===== src/rtl/my_cpu_pkg.sv =====
// Shared definitions for the my_cpu RV32I pipeline.
// Covers opcode/funct encodings, the ALU operation set and the pipeline-register layouts with their NOP values.
package my_cpu_pkg;

    localparam int XLEN = 32;
    localparam int NREG = 32;

    localparam logic [6:0] OPC_OP     = 7'b0110011;
    localparam logic [6:0] OPC_OP_IMM = 7'b0010011;
    localparam logic [6:0] OPC_LUI    = 7'b0110111;

    localparam logic [2:0] F3_ADD  = 3'b000;
    localparam logic [2:0] F3_SLL  = 3'b001;
    localparam logic [2:0] F3_SLT  = 3'b010;
    localparam logic [2:0] F3_SLTU = 3'b011;
    localparam logic [2:0] F3_XOR  = 3'b100;
    localparam logic [2:0] F3_SR   = 3'b101;
    localparam logic [2:0] F3_OR   = 3'b110;
    localparam logic [2:0] F3_AND  = 3'b111;

    localparam logic [6:0] F7_BASE = 7'b0000000;
    localparam logic [6:0] F7_ALT  = 7'b0100000;

    typedef enum logic [3:0] {
        ALU_ADD, ALU_SUB, ALU_SLL, ALU_SLT, ALU_SLTU,
        ALU_XOR, ALU_SRL, ALU_SRA, ALU_OR, ALU_AND
    } alu_op_e;

    typedef struct packed {
        alu_op_e           alu_op;
        logic              use_imm;
        logic              we;
        logic [4:0]        rd;
        logic [4:0]        rs1;
        logic [4:0]        rs2;
        logic [XLEN-1:0]   rs1_val;
        logic [XLEN-1:0]   rs2_val;
        logic [XLEN-1:0]   imm;
    } id_ex_t;

    // Layout shared by EX/MEM and MEM/WB, since MEM only passes data through.
    typedef struct packed {
        logic              we;
        logic [4:0]        rd;
        logic [XLEN-1:0]   data;
    } wb_t;

    localparam logic [XLEN-1:0] INST_NOP = '0;

    localparam id_ex_t ID_EX_NOP = '{
        alu_op: ALU_ADD, use_imm: 1'b0, we: 1'b0,
        rd: 5'd0, rs1: 5'd0, rs2: 5'd0,
        rs1_val: '0, rs2_val: '0, imm: '0
    };

    localparam wb_t WB_NOP = '{we: 1'b0, rd: 5'd0, data: '0};

    function automatic logic [XLEN-1:0] sext_i(input logic [11:0] imm12);
        return {{(XLEN-12){imm12[11]}}, imm12};
    endfunction

endpackage


===== src/rtl/my_cpu_regfile.sv =====
// 32x32 register file with two combinational read ports and one write port.
// Reads bypass a same-cycle write, and x0 always reads as zero.
module my_cpu_regfile
    import my_cpu_pkg::*;
(
    input  logic            clk,
    input  logic            srst,
    input  logic [4:0]      raddr_a,
    input  logic [4:0]      raddr_b,
    output logic [XLEN-1:0] rdata_a,
    output logic [XLEN-1:0] rdata_b,
    input  logic            we,
    input  logic [4:0]      waddr,
    input  logic [XLEN-1:0] wdata
);

    logic [XLEN-1:0] regs_reg [NREG];
    logic [4:0]      raddr [2];
    logic [XLEN-1:0] rdata [2];

    assign raddr[0] = raddr_a;
    assign raddr[1] = raddr_b;
    assign rdata_a  = rdata[0];
    assign rdata_b  = rdata[1];

    generate
        for (genvar gi = 0; gi < 2; gi++) begin : g_rd
            assign rdata[gi] = (raddr[gi] == 5'd0)               ? '0    :
                               (we && (waddr == raddr[gi]))      ? wdata :
                                                                   regs_reg[raddr[gi]];
        end
    endgenerate

    always_ff @(posedge clk) begin
        if (srst) begin
            for (int i = 0; i < NREG; i++) begin
                regs_reg[i] <= '0;
            end
        end else if (we && (waddr != 5'd0)) begin
            regs_reg[waddr] <= wdata;
        end
    end

endmodule


===== src/rtl/my_cpu.sv =====
// Five-stage RV32I integer pipeline (IF, ID, EX, MEM, WB) fed directly from the inst port.
// ALU hazards are resolved by forwarding only, so the pipeline never stalls.
module my_cpu
    import my_cpu_pkg::*;
(
    input  logic        cpu_clk,
    input  logic        cpu_rst,
    input  logic [31:0] inst,
    output logic        wb_en,
    output logic [4:0]  wb_rd,
    output logic [31:0] wb_data
);

    logic [XLEN-1:0] if_id_inst_reg;
    id_ex_t          id_ex_reg, id_ex_next;
    wb_t             ex_mem_reg, ex_mem_next;
    wb_t             mem_wb_reg;

    logic [6:0]      id_opcode, id_f7;
    logic [2:0]      id_f3;
    logic [4:0]      id_rd, id_rs1, id_rs2;
    logic [XLEN-1:0] rf_rdata_a, rf_rdata_b;
    logic            id_legal;
    alu_op_e         id_alu_op;

    assign id_opcode = if_id_inst_reg[6:0];
    assign id_rd     = if_id_inst_reg[11:7];
    assign id_f3     = if_id_inst_reg[14:12];
    assign id_rs1    = if_id_inst_reg[19:15];
    assign id_rs2    = if_id_inst_reg[24:20];
    assign id_f7     = if_id_inst_reg[31:25];

    my_cpu_regfile u_regfile (
        .clk     (cpu_clk),
        .srst    (cpu_rst),
        .raddr_a (id_rs1),
        .raddr_b (id_rs2),
        .rdata_a (rf_rdata_a),
        .rdata_b (rf_rdata_b),
        .we      (mem_wb_reg.we),
        .waddr   (mem_wb_reg.rd),
        .wdata   (mem_wb_reg.data)
    );

    always_comb begin
        id_legal   = 1'b0;
        id_alu_op  = ALU_ADD;
        id_ex_next = ID_EX_NOP;
        id_ex_next.rd      = id_rd;
        id_ex_next.rs1     = id_rs1;
        id_ex_next.rs2     = id_rs2;
        id_ex_next.rs1_val = rf_rdata_a;
        id_ex_next.rs2_val = rf_rdata_b;
        id_ex_next.imm     = sext_i(if_id_inst_reg[31:20]);
        case (id_opcode)
            // LUI is executed as x0 + (imm20 << 12); rs1 = x0 keeps forwarding out of it.
            OPC_LUI: begin
                id_legal           = 1'b1;
                id_ex_next.use_imm = 1'b1;
                id_ex_next.rs1     = 5'd0;
                id_ex_next.rs1_val = '0;
                id_ex_next.imm     = {if_id_inst_reg[31:12], 12'd0};
            end
            OPC_OP_IMM: begin
                id_legal           = 1'b1;
                id_ex_next.use_imm = 1'b1;
                case (id_f3)
                    F3_ADD:  id_alu_op = ALU_ADD;
                    F3_SLT:  id_alu_op = ALU_SLT;
                    F3_SLTU: id_alu_op = ALU_SLTU;
                    F3_XOR:  id_alu_op = ALU_XOR;
                    F3_OR:   id_alu_op = ALU_OR;
                    F3_AND:  id_alu_op = ALU_AND;
                    F3_SLL: begin
                        id_alu_op = ALU_SLL;
                        id_legal  = (id_f7 == F7_BASE);
                    end
                    default: begin
                        id_alu_op = (id_f7 == F7_ALT) ? ALU_SRA : ALU_SRL;
                        id_legal  = (id_f7 == F7_BASE) || (id_f7 == F7_ALT);
                    end
                endcase
            end
            OPC_OP: begin
                id_legal = (id_f7 == F7_BASE);
                case (id_f3)
                    F3_ADD: begin
                        id_alu_op = (id_f7 == F7_ALT) ? ALU_SUB : ALU_ADD;
                        id_legal  = (id_f7 == F7_BASE) || (id_f7 == F7_ALT);
                    end
                    F3_SR: begin
                        id_alu_op = (id_f7 == F7_ALT) ? ALU_SRA : ALU_SRL;
                        id_legal  = (id_f7 == F7_BASE) || (id_f7 == F7_ALT);
                    end
                    F3_SLL:  id_alu_op = ALU_SLL;
                    F3_SLT:  id_alu_op = ALU_SLT;
                    F3_SLTU: id_alu_op = ALU_SLTU;
                    F3_XOR:  id_alu_op = ALU_XOR;
                    F3_OR:   id_alu_op = ALU_OR;
                    default: id_alu_op = ALU_AND;
                endcase
            end
            default: ;
        endcase
        id_ex_next.alu_op = id_alu_op;
        id_ex_next.we     = id_legal && (id_rd != 5'd0);
    end

    // Newest in-flight producer wins: EX/MEM first, then MEM/WB, else the ID-stage read.
    function automatic logic [XLEN-1:0] fwd(input logic [4:0] rs, input logic [XLEN-1:0] val,
                                            input wb_t near, input wb_t far);
        if (rs == 5'd0)                   return val;
        else if (near.we && near.rd == rs) return near.data;
        else if (far.we && far.rd == rs)   return far.data;
        else                               return val;
    endfunction

    logic [XLEN-1:0] ex_a, ex_b_reg, ex_b, ex_result;
    logic [4:0]      ex_shamt;

    assign ex_a     = fwd(id_ex_reg.rs1, id_ex_reg.rs1_val, ex_mem_reg, mem_wb_reg);
    assign ex_b_reg = fwd(id_ex_reg.rs2, id_ex_reg.rs2_val, ex_mem_reg, mem_wb_reg);
    assign ex_b     = id_ex_reg.use_imm ? id_ex_reg.imm : ex_b_reg;
    assign ex_shamt = ex_b[4:0];

    always_comb begin
        case (id_ex_reg.alu_op)
            ALU_SUB:  ex_result = ex_a - ex_b;
            ALU_SLL:  ex_result = ex_a << ex_shamt;
            ALU_SLT:  ex_result = {31'd0, $signed(ex_a) < $signed(ex_b)};
            ALU_SLTU: ex_result = {31'd0, ex_a < ex_b};
            ALU_XOR:  ex_result = ex_a ^ ex_b;
            ALU_SRL:  ex_result = ex_a >> ex_shamt;
            ALU_SRA:  ex_result = $unsigned($signed(ex_a) >>> ex_shamt);
            ALU_OR:   ex_result = ex_a | ex_b;
            ALU_AND:  ex_result = ex_a & ex_b;
            default:  ex_result = ex_a + ex_b;
        endcase
    end

    assign ex_mem_next = '{we: id_ex_reg.we, rd: id_ex_reg.rd, data: ex_result};

    always_ff @(posedge cpu_clk) begin
        if (cpu_rst) begin
            if_id_inst_reg <= INST_NOP;
            id_ex_reg      <= ID_EX_NOP;
            ex_mem_reg     <= WB_NOP;
            mem_wb_reg     <= WB_NOP;
        end else begin
            if_id_inst_reg <= inst;
            id_ex_reg      <= id_ex_next;
            ex_mem_reg     <= ex_mem_next;
            mem_wb_reg     <= ex_mem_reg;
        end
    end

    assign wb_en   = mem_wb_reg.we;
    assign wb_rd   = mem_wb_reg.rd;
    assign wb_data = mem_wb_reg.data;

endmodule


===== config.mk =====
export PLATFORM = sky130hd
export DESIGN_NAME = my_cpu
export DESIGN_NICKNAME = d
export VERILOG_FILES = /design/src/rtl/my_cpu_pkg.sv /design/src/rtl/my_cpu_regfile.sv /design/src/rtl/my_cpu.sv
export SDC_FILE = /design/constraint.sdc
export NUM_CORES = 2
export LEC_CHECK = 0
export CAP_MARGIN = 5
export CORE_AREA = 5 5 375 746
export DETAILED_ROUTE_END_ITERATION = 10
export DIE_AREA = 0 0 380 751
export GPL_ROUTABILITY_DRIVEN = 1
export PLACE_DENSITY = 0.49
export SLEW_MARGIN = 20
export SYNTH_ARGS = -nofsm -noshare
export SYNTH_HDL_FRONTEND = slang
export SYNTH_SLANG_ARGS = --single-unit

===== constraint.sdc =====
create_clock -name cpu_clk -period 6.46 [get_ports cpu_clk]
set_input_delay 1.938 -clock cpu_clk [delete_from_list [all_inputs] [get_ports cpu_clk]]
set_output_delay 1.938 -clock cpu_clk [all_outputs]
set_load 0.02 [all_outputs]

==> impl_metrics.yaml <==
logic_synthesis:
  netlist.top_cell.by_area: "sky130_fd_sc_hd__edfxtp_1"
  synth.cell_area_sq_um: 70700
  synthTopCellsByArea: "sky130_fd_sc_hd__edfxtp_1 43%, sky130_fd_sc_hd__mux4_2 14%, sky130_fd_sc_hd__nor3_1 7.5%"
  synth_cell_type_count: 102
  synth_seq_cells: 1249
  synth-edff-count: 1024
  synth_warnings: 0
  synth_area_per_cell_sq_um: 11.9
  netlist_top_cells_count: "1056 x sky130_fd_sc_hd__nor3_1, 1024 x sky130_fd_sc_hd__edfxtp_1, 550 x sky130_fd_sc_hd__clkbuf_1"
  async_reset_ff_share_pct: 0
  netlist_instances: 5951
  synth-seq-area-share_pct: 49.9
  ys_dominant_reg_cell: "sky130_fd_sc_hd__edfxtp_1"
  synth_top_area_share_pct: 43.5
  most_numerous_cell_in_the_yosys_netlist: "sky130_fd_sc_hd__nor3_1"
pwr:
  vdd_drop_max_uv: 212
  power.density_cell_area_nw_per_um2: 257
  p_leak_nw: 26.1
placement:
  placedCellCount: 9185
  place.detailed.hpwl_um: 181000
  place.gp.congestion: 0.929
  portBuffers: 71
  detailedPlace.worstSlack_ps: 810
final_layout:
  final-instance-count-excl-fill: 9442
  finish.net_count: 5898
  areaGrowthSynthToFinish_pct: 14.1
  layout-drive-gt1-share_pct: 18.5
  largest_register_ff_count: 1024
route:
  drt_first_iter_violations: 6174
  drtAntennaViolNets: 0
  drt_wl_total_um: 291000
  drt-wirelength-per-cell_um: 30.9
  route.vias.total: 54200
  avgViaCountPerCell: 5.75
  drcViolationCount: 0
  firstDrtPassIters: 6
hold_path:
  worstHoldPathType: "reg -> reg"
  hold_path_startpoint: "if_id_inst_reg[9]$_SDFF_PP0_"
  holdPathEnd: "ex_mem_next[34]$_SDFF_PP0_"
  hold-path-cell-count: 1
floorplan:
  fp.coreArea_sq_um: 274000
  dieHeight_um: 751
  placementRows: 272
  initial_utilization_pct: 25.8
  die_area_sq_um: 285000
  fp.dieW_um: 380
  boundaryPins: 72
worst_setup_path:
  crit_path_max_incr_delay_ps: 670
  setup.reg_to_reg.worst_slack_ps: 650
  crit_slowest_cell: "sky130_fd_sc_hd__dfxtp_1"
  critPathCaptureType: "flip-flop"
  worst_ep_arrival_time_ps: 6470
  crit_required_ps: 7120
  criticalPathCategory: "reg -> reg"
  critPathBufInv: 1
  cpLargestDelayFamily: "compound AO/OA/AOI/OAI gates"
  cp_max_fo: 34
  worstPathCellList: "xor2_1 > nor4_4 > nand3_2 > nand2_2 > buf_4 > nand2_1 > o21ai_0 > o21ai_0 > ha_1 > nor3_1 > nand2_1 > a2111oi_0 > a211o_1 > o21ba_2 > o22a_1 > a221oi_1 > o31ai_1 > xnor2_1 > a221oi_1 > a31oi_1"
  setup.worst_path.start_class: "flip-flop"
  r2r_end: "ex_mem_reg[29]$_SDFF_PP0_"
  regToRegStartpoint: "wb_rd[0]$_SDFF_PP0_"
  reg2regPathDepth: 20
cts:
  cts-buffers-inserted: 140
  cts_tree: "done"
  postCtsSetupBuffers: 0
  cts_root_buf: "sky130_fd_sc_hd__clkbuf_16"
  cts.path.max_buffers: 3
  worst_setup_hold_path_clk_slew_ps: 60
  cts-hold-fix-buffers: 0
  number_of_gates_resized_after_cts: 0
  clock_insertion_delay_worst_skew_ps: 810
  cts.sink_count: 1249
  htree_num_levels: 4
grt:
  globalRoute.totalOverflow: 0
  grt_start_max_net_pins: 120
  vias_in_the_first_global_route: 52700
  grt_util_all_layers_pct: 19.7
  grt_antenna_before_repair: 5
  global_route_wire_length_before_repair_um: 412000
job:
  maxCapViolations: 0
outcome:
  run_status: "complete, no violations"
timing:
  fin_setup_tns_ps: 0
  rsz0062_at_grt: "false"
  max-slew-margin-rel_pct: 12.8
  timing_worst_slew_pin_value_ps: 1300
  fin_crit_sh_pct: 90.0
  max_freq_mhz: 172
  report.final.slew_viol_count: 0
  final-setup-viol-count: 0
  setup_slack_ps: 646
  time_the_worst_path_needs_with_i_o_delays_and_setup_ps: 5810
  finClkSkew_ps: 33.7
  finalHoldViolations: 0
[per-stage QoR]
step                hold WS [ps]  area, sq um  power (W)  util [%]
detailed placement           455        76300     0.0130      27.9
global route                 469        80700     0.0214      29.5
global placement             459        76300     0.0130      27.9
CTS                          466        80700     0.0208      29.5
finish                       465        80700     0.0208      29.5
floorplan                    414        70800     0.0115         -
[worst register-to-register path, cell delays in order, from the launching register on]
cell and delay [ps]:
sky130_fd_sc_hd__dfxtp_1 670, sky130_fd_sc_hd__xor2_1 190, sky130_fd_sc_hd__nor4_4 400, sky130_fd_sc_hd__nand3_2 220, sky130_fd_sc_hd__nand2_2 310, sky130_fd_sc_hd__buf_4 380, sky130_fd_sc_hd__nand2_1 80, sky130_fd_sc_hd__o21ai_0 90
sky130_fd_sc_hd__o21ai_0 130, sky130_fd_sc_hd__ha_1 500, sky130_fd_sc_hd__nor3_1 360, sky130_fd_sc_hd__nand2_1 130, sky130_fd_sc_hd__a2111oi_0 360, sky130_fd_sc_hd__a211o_1 250, sky130_fd_sc_hd__o21ba_2 210, sky130_fd_sc_hd__o22a_1 220
sky130_fd_sc_hd__a221oi_1 160, sky130_fd_sc_hd__o31ai_1 450, sky130_fd_sc_hd__xnor2_1 140, sky130_fd_sc_hd__a221oi_1 320, sky130_fd_sc_hd__a31oi_1 120
[area by class of cell]
type                    count  area, sq um
clock buffers             186         3840
inverters                 147          564
fillers                 28100       193000
clock inverters            66          510
diodes                      5         12.5
repair buffers            320         3150
multi-input cells        3907        32900
flip-flops and latches   1249        35300
well taps                3562         4460
[layout by cell type (no fill, tap or decap), drive strengths merged, types with 10 or more instances in the layout]
cell type / count
a21oi: 190
nor2b: 88
o21ai: 228
mux2: 96
a31oi: 58
a221oi: 90
o221ai: 14
xnor2: 34
clkinv: 54
inv: 151
a211oi: 56
mux2i: 368
or3: 16
ha: 97
clkdlybuf4s50: 70
clkbuf: 186
buf: 250
nand3: 29
dfxtp: 225
o211ai: 91
xor2: 15
a22oi: 73
and3: 10
o22ai: 61
o31ai: 10
and2: 27
o21bai: 53
nor2: 244
conb: 32
nand2b: 23
nand2: 228
edfxtp: 1024
nor3: 1056
a21o: 23
mux4: 448
[power by group]
| part | internal, W | switching (W) |
|---|---|---|
| registers | 0.00903 | 0.000306 |
| logic | 0.00127 | 0.00230 |
| clock network | 0.00442 | 0.00343 |
| total | 0.0147 | 0.00604 |
[per-layer routing]
| metal | share of wire [%] | wire (um) | global-route usage (%) |
|---|---|---|---|
| met3 | 7.3 | 21300 | 3.04 |
| met2 | 46 | 133000 | 31.2 |
| met5 | 0 | 0 | 0 |
| met1 | 42 | 122000 | 26.8 |
| met4 | 5.1 | 14800 | 8.55 |
[logic make-up (layout without fill, tap and decap cells)]
family	count (synthesis)	in the layout	share of synthesized area, %
AOI/OAI and AO/OA	1054	1054	10.0
DFF	1249	1249	49.9
buffers and inverters	826	719	4.59
muxes	912	912	21.1
adders and majority gates	99	99	1.77
other	1	37	0.00530
and+or+nand+nor	1761	1761	12.1
xor gates and xnor gates	49	49	0.607
[worst max path at each step]
stage	start	end	slack [ps]	cells after the start
after CTS	wb_rd[1]$_SDFF_PP0_	ex_mem_reg[30]$_SDFF_PP0_	800	21
after floorplan	wb_rd[0]$_SDFF_PP0_	ex_mem_reg[30]$_SDFF_PP0_	1060	22
after global placement	wb_rd[1]$_SDFF_PP0_	ex_mem_reg[29]$_SDFF_PP0_	840	20
after detailed placement	wb_rd[1]$_SDFF_PP0_	ex_mem_reg[29]$_SDFF_PP0_	810	20
after global routing	wb_rd[1]$_SDFF_PP0_	ex_mem_reg[29]$_SDFF_PP0_	160	20
final	wb_rd[0]$_SDFF_PP0_	ex_mem_reg[29]$_SDFF_PP0_	650	20
Note: power is estimated with default switching activity, not from simulation.
